===== src/rtl/mem_arbiter4_pkg.sv =====
`default_nettype none
// ============================================================================
// Module   : mem_arbiter4_pkg
// Purpose  : Shared constants and state encoding for the 4-way memory arbiter.
// Revision : 1.0 - initial release
// ============================================================================
package mem_arbiter4_pkg;

    localparam int c_num_req = 4;
    localparam int c_idx_w   = 2;

    typedef enum logic [0:0] {
        IDLE = 1'b0,
        BUSY = 1'b1
    } state_t;

endpackage
`default_nettype wire


===== src/rtl/mem_arbiter4_rr_pick4.sv =====
`default_nettype none
// ============================================================================
// Module   : rr_pick4
// Purpose  : Combinational round-robin pick: first set request at or above ptr.
// Revision : 1.0 - initial release
// ============================================================================
module rr_pick4
    import mem_arbiter4_pkg::*;
(
    input  logic [c_num_req-1:0] req,
    input  logic [c_idx_w-1:0]   ptr,
    output logic                 any,
    output logic [c_idx_w-1:0]   idx,
    output logic [c_num_req-1:0] onehot
);

    logic [c_idx_w-1:0] w_cand;

    // Scan from the farthest offset down so the nearest candidate to ptr wins.
    always_comb begin
        any    = 1'b0;
        idx    = ptr;
        w_cand = ptr;
        for (int i = c_num_req - 1; i >= 0; i--) begin
            w_cand = ptr + c_idx_w'(i);
            if (req[w_cand]) begin
                any = 1'b1;
                idx = w_cand;
            end
        end
        onehot = any ? (c_num_req'(1) << idx) : '0;
    end

endmodule
`default_nettype wire


===== src/rtl/mem_arbiter4.sv =====
`default_nettype none
// ============================================================================
// Module   : mem_arbiter4
// Purpose  : 4-requester round-robin arbiter for a shared resource with timeout.
// Revision : 1.0 - initial release
// ============================================================================
module mem_arbiter4
    import mem_arbiter4_pkg::*;
#(
    parameter int TIMEOUT = 16,
    parameter int CNT_W   = 8
)
(
    input  logic                 clk,
    input  logic                 rstn,
    input  logic [c_num_req-1:0] req,
    input  logic                 ack,
    output logic [c_num_req-1:0] gnt,
    output logic [c_idx_w-1:0]   sel,
    output logic                 valid,
    output logic [c_num_req-1:0] done,
    output logic                 err
);

    localparam logic [CNT_W-1:0] c_cnt_max = CNT_W'(TIMEOUT - 1);

    state_t               r_state;
    logic [c_num_req-1:0] r_gnt;
    logic [c_idx_w-1:0]   r_sel;
    logic [c_num_req-1:0] r_done;
    logic                 r_err;
    logic [c_idx_w-1:0]   r_ptr;
    logic [CNT_W-1:0]     r_cnt;

    logic                 w_any;
    logic [c_idx_w-1:0]   w_idx;
    logic [c_num_req-1:0] w_onehot;

    rr_pick4 u_pick (
        .req    (req),
        .ptr    (r_ptr),
        .any    (w_any),
        .idx    (w_idx),
        .onehot (w_onehot)
    );

    always_ff @(posedge clk or negedge rstn) begin
        if (!rstn) begin
            r_state <= IDLE;
            r_gnt   <= '0;
            r_sel   <= '0;
            r_done  <= '0;
            r_err   <= 1'b0;
            r_ptr   <= '0;
            r_cnt   <= '0;
        end else begin
            r_done <= '0;
            r_err  <= 1'b0;
            case (r_state)
                IDLE: begin
                    if (w_any) begin
                        r_gnt   <= w_onehot;
                        r_sel   <= w_idx;
                        r_cnt   <= '0;
                        r_state <= BUSY;
                    end else begin
                        r_gnt <= '0;
                    end
                end
                BUSY: begin
                    // Completion takes priority over a coincident timeout.
                    if (ack) begin
                        r_gnt   <= '0;
                        r_done  <= r_gnt;
                        r_ptr   <= r_sel + c_idx_w'(1);
                        r_state <= IDLE;
                    end else if (r_cnt == c_cnt_max) begin
                        r_gnt   <= '0;
                        r_err   <= 1'b1;
                        r_ptr   <= r_sel + c_idx_w'(1);
                        r_state <= IDLE;
                    end else begin
                        r_cnt <= r_cnt + CNT_W'(1);
                    end
                end
            endcase
        end
    end

    assign gnt   = r_gnt;
    assign sel   = r_sel;
    assign valid = (r_state == BUSY);
    assign done  = r_done;
    assign err   = r_err;

endmodule
`default_nettype wire


===== config.mk =====
export PLATFORM = sky130hd
export DESIGN_NAME = mem_arbiter4
export DESIGN_NICKNAME = d
export VERILOG_FILES = /design/src/rtl/mem_arbiter4_pkg.sv /design/src/rtl/mem_arbiter4_rr_pick4.sv /design/src/rtl/mem_arbiter4.sv
export SDC_FILE = /design/constraint.sdc
export NUM_CORES = 1
export LEC_CHECK = 0
export ABC_AREA = 1
export BUFFER_PORTS_ARGS = -buffer_cell sky130_fd_sc_hd__buf_2
export CAP_MARGIN = 20
export CORE_ASPECT_RATIO = 0.9
export CORE_MARGIN = 8
export CORE_UTILIZATION = 55
export DETAILED_ROUTE_END_ITERATION = 8
export PLACE_DENSITY = 0.86
export SYNTH_ARGS = -nofsm -noshare
export SYNTH_HDL_FRONTEND = slang
export SYNTH_SLANG_ARGS = --single-unit

===== constraint.sdc =====
create_clock -name clk -period 1.93 [get_ports clk]
set_clock_uncertainty 0.15 [all_clocks]
set_input_delay 0.193 -clock clk [delete_from_list [all_inputs] [get_ports clk]]
set_output_delay 0.193 -clock clk [all_outputs]
set_load 0.05 [all_outputs]

==> results of run 1 <==
registers in the layout, indices dropped and copies added (netlist names):
register and flops:
err 1, gnt 4, r_cnt 8, sel 2, done 4, valid 1
r_ptr 2
cell type report:
| cell class | count | area (sq um) |
|---|---|---|
| tap | 27 | 33.8 |
| sequential | 22 | 552 |
| clock buffer | 3 | 22.5 |
| multi-input combinational | 119 | 589 |
| inverter | 23 | 93.8 |
| fill | 178 | 753 |
| timing repair buffer | 21 | 118 |
layout by cell type (no fill, tap or decap), drive strengths merged:
master        n
nand4         4
buf          19
dfrtp        22
a21boi        1
clkbuf        3
dlygate4sd3   2
nor3          2
nand2        65
xnor2         3
xor2          4
nor2         12
nor4          1
ha            1
o21a          1
nand3        19
inv          23
o21ai         6
power by group through the flow:
stage	combinational, W	clock, W	sequential, W
final	0.00128	0.000199	0.000688
after global routing	0.00143	0.000226	0.000707
after CTS	0.00128	0.000210	0.000684
after detailed placement	0.00127	0	0.000693
after global placement	0.00125	0	0.000690
after floorplan	0.000859	0	0.000850
metrics by stage:
stage,hold WS [ps],utilization,setup WS [ps],instance area [sq um],power (W)
after global routing,282,0.652,64.8,1410,0.00236
after detailed placement,30.6,0.630,134,1360,0.00197
after global placement,19.7,0.630,175,1360,0.00194
after CTS,235,0.650,112,1410,0.00218
final,217,0.652,208,1410,0.00217
after floorplan,-253,-,196,1240,0.00171
path summary, 6_finish.rpt:
kind / startpoint / to / slack, ps / depth (start not counted)
max in group asynchronous: rstn / r_ptr[0] / 1060 / 2
worst min register to register: gnt[1] / gnt[1] / 360 / 2
worst max-delay path: r_cnt[5] / r_cnt[0] / 210 / 6
min in group clk: req[0] / sel[1] / 340 / 6
worst min-delay path: rstn / done[3] / 220 / 2
worst max register to register: r_cnt[5] / r_cnt[0] / 210 / 6
timing repair:
| action | in CTS | in global routing |
|---|---|---|
| endpoints found under the setup margin | 0 | 12 |
| hold buffers | 2 | 0 |
| resized for setup | 0 | 2 |
| setup buffers | 0 | 0 |
| hold endpoints to repair | 23 | 0 |
kinds of logic after synthesis:
group / count (synthesis) / synth area share
and+or+nand+nor: 103 / 0.371
buffers and inverters: 24 / 0.0846
DFF: 22 / 0.443
AOI/OAI and AO/OA: 8 / 0.0423
xor gates and xnor gates: 7 / 0.0493
adders and majority gates: 1 / 0.0101
metal layers:
| metal | wire length [um] | GRT usage | part of all wire | vias to the layer above |
|---|---|---|---|---|
| li1 | - | - | - | 561 |
| met1 | 1150 | 0.170 | 0.44 | 507 |
| met2 | 1250 | 0.232 | 0.48 | 38 |
| met3 | 190 | 0.0455 | 0.073 | 2 |
| met4 | 19 | 0.0486 | 0.0073 | 0 |
| met5 | 0 | 0 | 0 | - |
==> key figures, run 1 <==
Power and ir drop
  • Internal power: 0.00101 W
  • Leakage: 0.800 nW
  • Psw: 0.00116 W
  • Logic pwr share: 0.591
  • Clock network fraction of total power: 0.092
  • Max IR drop VDD: 1190 uV
  • PD cells: 1540 nW/um^2
  • Seq pwr share: 0.317
  • Net Sw Frac: 0.533

Finish
  • Nets@finish: 198
  • Area grow syn2layout: 13.4%
  • Layout Cells excl Fill: 215
  • Share of cells above drive strength 1: 0.202
  • Diode count: 0

Global route
  • Initial antenna violation count: 0
  • First-pass GRT wire length: 4.46 mm
  • Total congestion overflow: 0
  • Total Routing Usage GR: 0.141
  • Largest net degree at the start of global routing: 23
  • Vias in the first global route: 1,035

Worst setup path
  • Cell family with most CP delay: simple AND/OR/NAND/NOR gates
  • Worst Path Required: 1990 ps
  • CP Max Fanout: 6
  • Worst path bufs/invs: 1
  • Slowest CP cell: dfrtp_1
  • Critical-path cell list: nor4_1, nand2_1, nand2_2, inv_1, nand2_1, o21ai_2
  • Worst Setup End Kind: flop
  • Slowest Stage Delay on Critical Path: 450 ps
  • Crit Path Class: reg -> reg
  • Most used cell, CP: nand2_1
  • Critical Path AT: 1780 ps
  • Worst setup SP type: flop

STA
  • Slew Limit Fails: 0
  • Final setup vio count: 0
  • Final count of hold timing violations: 0
  • Max_slew headroom: 0.680
  • Minimum clock period: 1720 ps
  • F_max: 0.581 GHz
  • Total Neg Setup Slack: 0 ps
  • Unrepaired setup endpoints after global routing: no
  • Worst Tran Pin Value: 480 ps
  • Final Cycle Share: 0.892

Die
  • Core area: 2160 sq um
  • Die W: 66.1 um
  • Starting Density: 0.575
  • Row count: 16
  • Die area: 4040 sq um
  • Die Y: 61.1 um
  • I/O pin count: 19

Place
  • Placed instance count: 210
  • Buffers on Ports: 18
  • Routability congestion estimate: 0.836
  • Estimated wirelength of the detail-placed design: 2.06 mm

Detailed routing
  • Drc violations: 0
  • Pre-antenna DRT Iters: 4
  • DR iter-0 viols: 49
  • Vias per cell: 5.15
  • ANT nets after route: 0
  • Final Routed Wirelength: 2.62 mm
  • Total number of vias: 1,108
  • DR WL/cell: 12.2 um

Hold path
  • Worst Hold Class: in -> async

Clocking
  • TritonCTS Sinks: 22
  • Clk buf depth: 2
  • H-tree depth reported by CTS: 1
  • Clock root buffer master: clkbuf_4
  • Total CTS buffers: 3
  • Clock transition at path regs: 100 ps
  • TritonCTS clock tree: done
  • Clk_lat worst skew: 310 ps

Yosys
  • Synth Instances: 165
  • Syn_area_per_cell: 7.53 sq um
  • Yosys Warn Count: 0
  • Seq cells post-synth: 22
  • Register area share after synthesis: 0.443
  • Synth area leader: dfrtp_1
  • Post-synth EDFFs: 0
  • Most numerous cell in the Yosys netlist: nand2_1
  • Commonest cells post-synth: 58 x nand2_1, 22 x dfrtp_1, 20 x inv_1
  • Area contributors post-synth: dfrtp_1 44%, nand2_1 18%, nand3_1 7.3%
  • Count of cell types in the netlist: 23
  • Top_reg_cell synth: dfrtp_1
  • Yosys top cell area share: 0.443
  • Synthesized area: 1240 sq um
  • FFs w/ async S/R, synth: 1.00
  • Syn_nets: 173

Status
  • Status: complete, no violations

Run
  • Max cap viols: 0
Note: power is estimated with default switching activity, not from simulation.
==> inputs of run 2 (changes only) <==
- ABC_CLOCK_PERIOD_IN_PS: unset -> 1930
- CORE_MARGIN: 8 -> 4
- CORE_UTILIZATION: 55 -> 56
- SYNTH_HIERARCHICAL: unset -> 1
==> run 2 against run 1 <==
Combinational power increased by 40%. First-iteration DRC count increased by 8.2%. Via count is 21% higher. Register-to-register slack got worse by 200 ps. Global-route usage rose by 7.0 points. Sequential cell count stayed put. Sequential power grew 7.1%. Critical path type unchanged. Highest routed layer unchanged.
==> key figures, run 2 <==
Finish
  • Area grow syn2layout: 21.2% (was 13.4%)
  • Commonest non-fill, non-tap cells in the layout: 47 x nand2_1, 26 x nand3_1, 20 x nor2_1, 20 x nand2_2, 20 x dfrtp_1 (was 57 x nand2_1, 21 x dfrtp_1, 20 x inv_1)
  • Reg area: 553 sq um (was 552 sq um)
  • Largest Register: r_cnt (unchanged)
  • Fillers: 153 (was 178)
  • Post-Route Utilization: 0.738 (was 0.652)
  • Layout Cells excl Fill: 242 (was 215)
  • Multi-input gate area: 752 sq um (was 589 sq um)
  • Diode count: 0 (unchanged)
  • Nets@finish: 224 (was 198)
  • Max reg flops: 8 (unchanged)
  • Most common cell after layout, fill and taps aside: nand2_1 (unchanged)
  • Share of cells above drive strength 1: 0.344 (was 0.202)

Power and ir drop
  • Seq pwr share: 0.256 (was 0.317)
  • Clock network fraction of total power: 0.125 (was 0.092)
  • PD cells: 1740 nW/um^2 (was 1540 nW/um^2)
  • Psw: 0.00147 W (was 0.00116 W)
  • Max IR drop VDD: 1640 uV (was 1190 uV)
  • Logic pwr share: 0.619 (was 0.591)
  • Internal power: 0.00141 W (was 0.00101 W)
  • Leakage: 0.887 nW (was 0.800 nW)
  • Net Sw Frac: 0.510 (was 0.533)

Detailed routing
  • DR WL/cell: 13.6 um (was 12.2 um)
  • Drc violations: 0 (unchanged)
  • Final Routed Wirelength: 3.28 mm (was 2.62 mm)
  • Pre-antenna DRT Iters: 4 (unchanged)
  • Total number of vias: 1,341 (was 1,108)
  • ANT nets after route: 0 (unchanged)
  • Vias per cell: 5.54 (was 5.15)
  • DR iter-0 viols: 53 (was 49)

Clocking
  • Clock root buffer master: clkbuf_4 (unchanged)
  • Clock transition at path regs: 130 ps (was 100 ps)
  • Total CTS buffers: 3 (unchanged)
  • TritonCTS clock tree: done (unchanged)
  • Clk buf depth: 2 (unchanged)
  • TritonCTS Sinks: 22 (unchanged)
  • H-tree depth reported by CTS: 1 (unchanged)
  • Clk_lat worst skew: 320 ps (was 310 ps)

STA
  • Total Neg Setup Slack: 0 ps (unchanged)
  • F_max: 0.521 GHz (was 0.581 GHz)
  • Final Cycle Share: 0.995 (was 0.892)
  • Unrepaired setup endpoints after global routing: yes (was no)
  • Max_slew headroom: 0.677 (was 0.680)
  • Final setup vio count: 0 (unchanged)
  • Minimum clock period: 1920 ps (was 1720 ps)
  • Worst Tran Pin Value: 485 ps (was 480 ps)
  • Slew Limit Fails: 0 (unchanged)
  • Final count of hold timing violations: 0 (unchanged)

Worst setup path
  • Worst Setup End Kind: flop (unchanged)
  • Worst setup SP type: flop (unchanged)
  • Worst Setup SP: r_ptr[0] (was r_cnt[5])
  • Reg-to-reg slack, setup: 9 ps (was 210 ps)
  • RR Endpoint: sel[1] (was r_cnt[0])
  • Crit Path Class: reg -> reg (unchanged)
  • Worst setup path endpoint: sel[1] (was r_cnt[0])
  • CP Max Fanout: 8 (was 6)
  • Critical Path AT: 1990 ps (was 1780 ps)
  • Worst Path Required: 2000 ps (was 1990 ps)
  • Path depth of the worst reg2reg path: 8 (was 6)
  • Crit Reg-Reg Startpoint: r_ptr[0] (was r_cnt[5])

Die
  • Die W: 60.1 um (was 66.1 um)
  • Row count: 16 (unchanged)
  • Die area: 3300 sq um (was 4040 sq um)
  • Starting Density: 0.609 (was 0.575)
  • Core area: 2240 sq um (was 2160 sq um)
  • Die Y: 54.9 um (was 61.1 um)
  • I/O pin count: 19 (unchanged)

Yosys
  • Syn_nets: 194 (was 173)
  • Seq cells post-synth: 22 (unchanged)
  • Synthesized area: 1370 sq um (was 1240 sq um)
  • Area contributors post-synth: dfrtp_1 40%, nand2_1 13%, nand3_1 11% (was dfrtp_1 44%, nand2_1 18%, nand3_1 7.3%)
  • Synth area leader: dfrtp_1 (unchanged)
  • Post-synth EDFFs: 0 (unchanged)
  • Syn_area_per_cell: 7.35 sq um (was 7.53 sq um)
  • Commonest cells post-synth: 49 x nand2_1, 30 x nand3_1, 22 x dfrtp_1, 22 x nor2_1, 21 x nand2_2 (was 58 x nand2_1, 22 x dfrtp_1, 20 x inv_1)
  • Yosys Warn Count: 6 (was 0)
  • Most numerous cell in the Yosys netlist: nand2_1 (unchanged)
  • Count of cell types in the netlist: 23 (unchanged)
  • Register area share after synthesis: 0.403 (was 0.443)
  • FFs w/ async S/R, synth: 1.00 (unchanged)
  • Yosys top cell area share: 0.403 (was 0.443)
  • Top_reg_cell synth: dfrtp_1 (unchanged)
  • Synth Instances: 186 (was 165)

Status
  • Status: complete, no violations (unchanged)

Run
  • Max cap viols: 0 (unchanged)

Global route
  • Total Routing Usage GR: 0.211 (was 0.141)
  • First-pass GRT wire length: 5.15 mm (was 4.46 mm)
  • Largest net degree at the start of global routing: 23 (unchanged)
  • Initial antenna violation count: 0 (unchanged)
  • Total congestion overflow: 0 (unchanged)
  • Vias in the first global route: 1,214 (was 1,035)

Hold path
  • Hold-critical path depth: 4
  • Worst Hold Class: in -> reg (was in -> async)

Place
  • Estimated wirelength of the detail-placed design: 2.26 mm (was 2.06 mm)
  • Buffers on Ports: 18 (unchanged)
  • Placed instance count: 233 (was 210)
  • Routability congestion estimate: 0.857 (was 0.836)
## run 2: cell count changes after synthesis, moves of 2 or more
| cell | before | now |
|---|---|---|
| nand4_1 | 4 | 2 |
| xnor2_1 | 3 | 0 |
| nor2_1 | 11 | 22 |
| inv_2 | 2 | 5 |
| nand2_1 | 58 | 49 |
| nand2_4 | 2 | 0 |
| o21ai_2 | 2 | 0 |
| inv_1 | 20 | 16 |
| nand3_1 | 18 | 30 |
| xor2_1 | 4 | 1 |
| nand2_2 | 5 | 21 |
## run 2: stage by stage
stage | hold WS [ps] | total power [W] | setup WS [ps] | area (sq um)
2_1_floorplan | -253 | 0.00189 | 80.3 | 1370
6_report | 60.4 | 0.00288 | 9.33 | 1660
3_5_place_dp | 34.0 | 0.00221 | 29.4 | 1500
3_3_place_gp | 25.7 | 0.00215 | 93.3 | 1500
4_1_cts | 55.1 | 0.00259 | 83.3 | 1560
5_1_grt | 84.4 | 0.00309 | -91.4 | 1660
## run 2: worst max-delay path: stages, from the launching register on
cell     delay, ps
dfrtp_2        510
inv_8          110
nand2_2         70
nand3_1        120
nand2_1         90
inv_2          100
nand4_1        160
nand2_2        180
mux2_4         320
## run 2: repair_timing
| item | 4_1_cts | 5_1_grt |
|---|---|---|
| setup buffers | 0 | 4 |
| pin swaps | 0 | 14 |
| setup endpoints to repair | 1 | 10 |
| gates resized for setup | 1 | 18 |
| hold buffers | 1 | 0 |
| endpoints found under the hold margin | 22 | 0 |
## run 2: layout make-up
type | count | share of cell area
Timing Repair Buffer | 28 | 0.104
Inverter | 22 | 0.0559
Clock inverter | 1 | 0.0181
Clock buffer | 3 | 0.0136
Tap cell | 27 | 0.0204
Multi-Input combinational cell | 139 | 0.454
Sequential cell | 22 | 0.334
## run 2: logic make-up after synthesis
| family | Yosys count | share of synthesized area |
|---|---|---|
| mux | 1 | 0.00824 |
| simple gates | 130 | 0.451 |
| flops | 22 | 0.403 |
| buf+inv | 25 | 0.0879 |
| fa+ha+maj | 1 | 0.00916 |
| xor+xnor | 1 | 0.00641 |
| compound gates | 6 | 0.0339 |
## run 2: worst min-delay path by stage
stage | startpoint | to
4_1_cts | ack | err
6_report | ack | err
5_1_grt | ack | err
3_5_place_dp | rstn | gnt[1]
3_3_place_gp | rstn | gnt[2]
2_1_floorplan | rstn | done[0]
## run 2: power by group through the flow
stage / Sequential (W) / Combinational, W / Clock [W]
after global placement: 0.000721 / 0.00143 / 0
after floorplan: 0.000890 / 0.000998 / 0
after detailed placement: 0.000730 / 0.00148 / 0
after CTS: 0.000725 / 0.00150 / 0.000365
after global routing: 0.000761 / 0.00195 / 0.000384
final: 0.000737 / 0.00179 / 0.000360
## run 2: routing by layer
metal,track usage,share of wire
met1,0.256,0.41
met3,0.0542,0.071
met4,0.0517,0.024
met5,0,0
met2,0.374,0.49
==> inputs of run 3 (changes only) <==
- ABC_CLOCK_PERIOD_IN_PS: 1930 -> unset
- CORE_ASPECT_RATIO: 0.9 -> unset
==> run 3 against run 2 <==
Global-route usage rose by 0.34 points. Combinational power up 5%. Sequential share of layout area shrank 0.74 points. Routed wire length up 9.6%. Clock power about the same. Register-to-register slack improved by 20 ps. Cell count grew 0.83%. Total power grew 3.6%. Largest power group unchanged. Highest routed layer unchanged.
==> key figures, run 3 (synthesis results as in run 2) <==
Global route
  • Total Routing Usage GR: 0.214 (was 0.211)
  • First-pass GRT wire length: 5.62 mm (was 5.15 mm)
  • Largest net degree at the start of global routing: 23 (unchanged)
  • Total congestion overflow: 0 (unchanged)
  • Vias in the first global route: 1,303 (was 1,214)
  • Initial antenna violation count: 0 (unchanged)

Worst setup path
  • Worst setup SP type: flop (unchanged)
  • Cell family with most CP delay: simple AND/OR/NAND/NOR gates (unchanged)
  • Worst path bufs/invs: 2 (unchanged)
  • Path depth of the worst reg2reg path: 9 (was 8)
  • CP Max Fanout: 5 (was 8)
  • Slowest CP cell: dfrtp_2 (unchanged)
  • Most used cell, CP: nand2_2 (unchanged)
  • Worst Setup End Kind: flop (unchanged)
  • Critical Path AT: 1970 ps (was 1990 ps)
  • Critical-path cell list: buf_6, nand2_2, nand2_2, nand2_2, nand2_2, inv_2, nand4_1, nand2_2, mux2_4 (was inv_8, nand2_2, nand3_1, nand2_1, inv_2, nand4_1, nand2_2, mux2_4)
  • Worst Path Required: 2000 ps (about the same)
  • Crit Path Class: reg -> reg (unchanged)
  • CP Depth: 9 (was 8)
  • Slowest Stage Delay on Critical Path: 510 ps (about the same)

Finish
  • Max reg flops: 8 (unchanged)
  • Commonest non-fill, non-tap cells in the layout: 44 x nand2_1, 26 x nand2_2, 23 x nand3_1 (was 47 x nand2_1, 26 x nand3_1, 20 x nor2_1, 20 x nand2_2, 20 x dfrtp_1)
  • Diode count: 0 (unchanged)
  • Share of cells above drive strength 1: 0.389 (was 0.344)
  • Most common cell after layout, fill and taps aside: nand2_1 (unchanged)
  • Largest Register: r_cnt (unchanged)
  • Area grow syn2layout: 23.9% (was 21.2%)
  • Nets@finish: 225 (was 224)

STA
  • Max_slew headroom: 0.675 (was 0.677)
  • Slew Limit Fails: 0 (unchanged)
  • Unrepaired setup endpoints after global routing: yes (unchanged)
  • Minimum clock period: 1900 ps (was 1920 ps)
  • Final Cycle Share: 0.983 (was 0.995)
  • Final count of hold timing violations: 0 (unchanged)
  • Worst setup margin: 33.7 ps (was 9.33 ps)
  • F_max: 0.527 GHz (was 0.521 GHz)
  • Final setup vio count: 0 (unchanged)
  • Min Hold Slack: 62.3 ps (was 60.4 ps)
  • Worst Tran Pin Value: 487 ps (was 485 ps)

Die
  • Die Y: 57.4 um (was 54.9 um)
  • Row count: 17 (was 16)
  • Die W: 57.4 um (was 60.1 um)
  • Core area: 2280 sq um (was 2240 sq um)
  • I/O pin count: 19 (unchanged)
  • Die area: 3290 sq um (was 3300 sq um)
  • Starting Density: 0.600 (was 0.609)

Clocking
  • Clk buf depth: 2 (unchanged)
  • Clk_lat worst skew: 320 ps (about the same)
  • TritonCTS Sinks: 22 (unchanged)
  • Clock transition at path regs: 130 ps (about the same)
  • Total CTS buffers: 3 (unchanged)
  • H-tree depth reported by CTS: 1 (unchanged)
  • TritonCTS clock tree: done (unchanged)
  • Clock root buffer master: clkbuf_4 (unchanged)

Status
  • Status: complete, no violations (unchanged)

Hold path
  • Hold-critical path depth: 4 (unchanged)
  • Worst Hold Class: in -> reg (unchanged)

Place
  • Buffers on Ports: 18 (unchanged)
  • DP Worst Slack: -57.0 ps (was 29.4 ps)
  • Estimated wirelength of the detail-placed design: 2.31 mm (was 2.26 mm)
  • Routability congestion estimate: 0.844 (was 0.857)

Detailed routing
  • DR iter-0 viols: 60 (was 53)
  • DR WL/cell: 14.7 um (was 13.6 um)
  • Total number of vias: 1,352 (was 1,341)
  • Vias per cell: 5.54 (about the same)
  • Final Routed Wirelength: 3.60 mm (was 3.28 mm)
  • Pre-antenna DRT Iters: 4 (unchanged)
  • ANT nets after route: 0 (unchanged)
  • Drc violations: 0 (unchanged)

Power and ir drop
  • Max IR drop VDD: 1500 uV (was 1640 uV)
  • PD cells: 1760 nW/um^2 (was 1740 nW/um^2)
  • Leakage: 0.893 nW (was 0.887 nW)

Run
  • Max cap viols: 0 (unchanged)
==> run 3: cell count changes in the layout (fill, tap and decap cells not counted), sizes merged <==
| cell | before | now |
|---|---|---|
| buf | 27 | 28 |
==> run 3: worst paths after layout <==
| path | slack [ps] | end | start |
|---|---|---|---|
| worst min-delay path | 60 | err | ack |
| worst min register to register | 370 | gnt[3] | gnt[3] |
| worst max register to register | 30 | sel[1] | r_ptr[0] |
| worst max-delay path | 30 | sel[1] | r_ptr[0] |
| min in group asynchronous | 190 | done[3] | rstn |
| max in group asynchronous | 1090 | r_ptr[0] | rstn |
==> run 3: timing repair <==
item | in CTS | in global routing
buffers inserted | 0 | 7
gates cloned | 0 | 0
hold buffers | 1 | 0
endpoints found under the hold margin | 22 | 0
resized for setup | 1 | 31
pin swaps | 0 | 9
setup endpoints to repair | 12 | 13
==> run 3: per-stage QoR <==
step	utilization	setup TNS [ps]	power [W]	area, sq um	cells
after floorplan	-	0	0.00189	1370	186
after global placement	0.652	0	0.00210	1480	232
after detailed placement	0.652	-139	0.00219	1480	232
after CTS	0.680	0	0.00255	1550	237
after global routing	0.744	-354	0.00318	1690	244
final	0.744	0	0.00299	1690	244
==> run 3: layout make-up <==
cell class / count / area (sq um)
multi-input cells: 139 / 764
clock buffers: 3 / 22.5
fillers: 174 / 583
well taps: 28 / 35.0
clock inverters: 1 / 30.0
inverters: 22 / 90.1
flip-flops and latches: 22 / 553
repair buffers: 29 / 198
==> run 3: worst register-to-register path, cell delays in order, from the launching register on <==
cell	delay, ps
dfrtp_2	510
buf_6	160
nand2_2	60
nand2_2	50
nand2_2	90
nand2_2	60
inv_2	70
nand4_1	160
nand2_2	160
mux2_4	320
==> run 3: routing by layer <==
metal | track usage | share of wire | vias to the layer above | routed length (um)
li1 | - | - | 642 | -
met3 | 0.0407 | 0.038 | 11 | 136
met5 | 0 | 0 | - | 0
met2 | 0.398 | 0.54 | 48 | 1940
met4 | 0.0861 | 0.026 | 0 | 93
met1 | 0.236 | 0.40 | 651 | 1430
==> run 3: power breakdown <==
part	internal, W	switching [W]
registers	0.000580	0.000164
clock network	0.000210	0.000152
logic	0.000668	0.00121
total	0.00146	0.00153
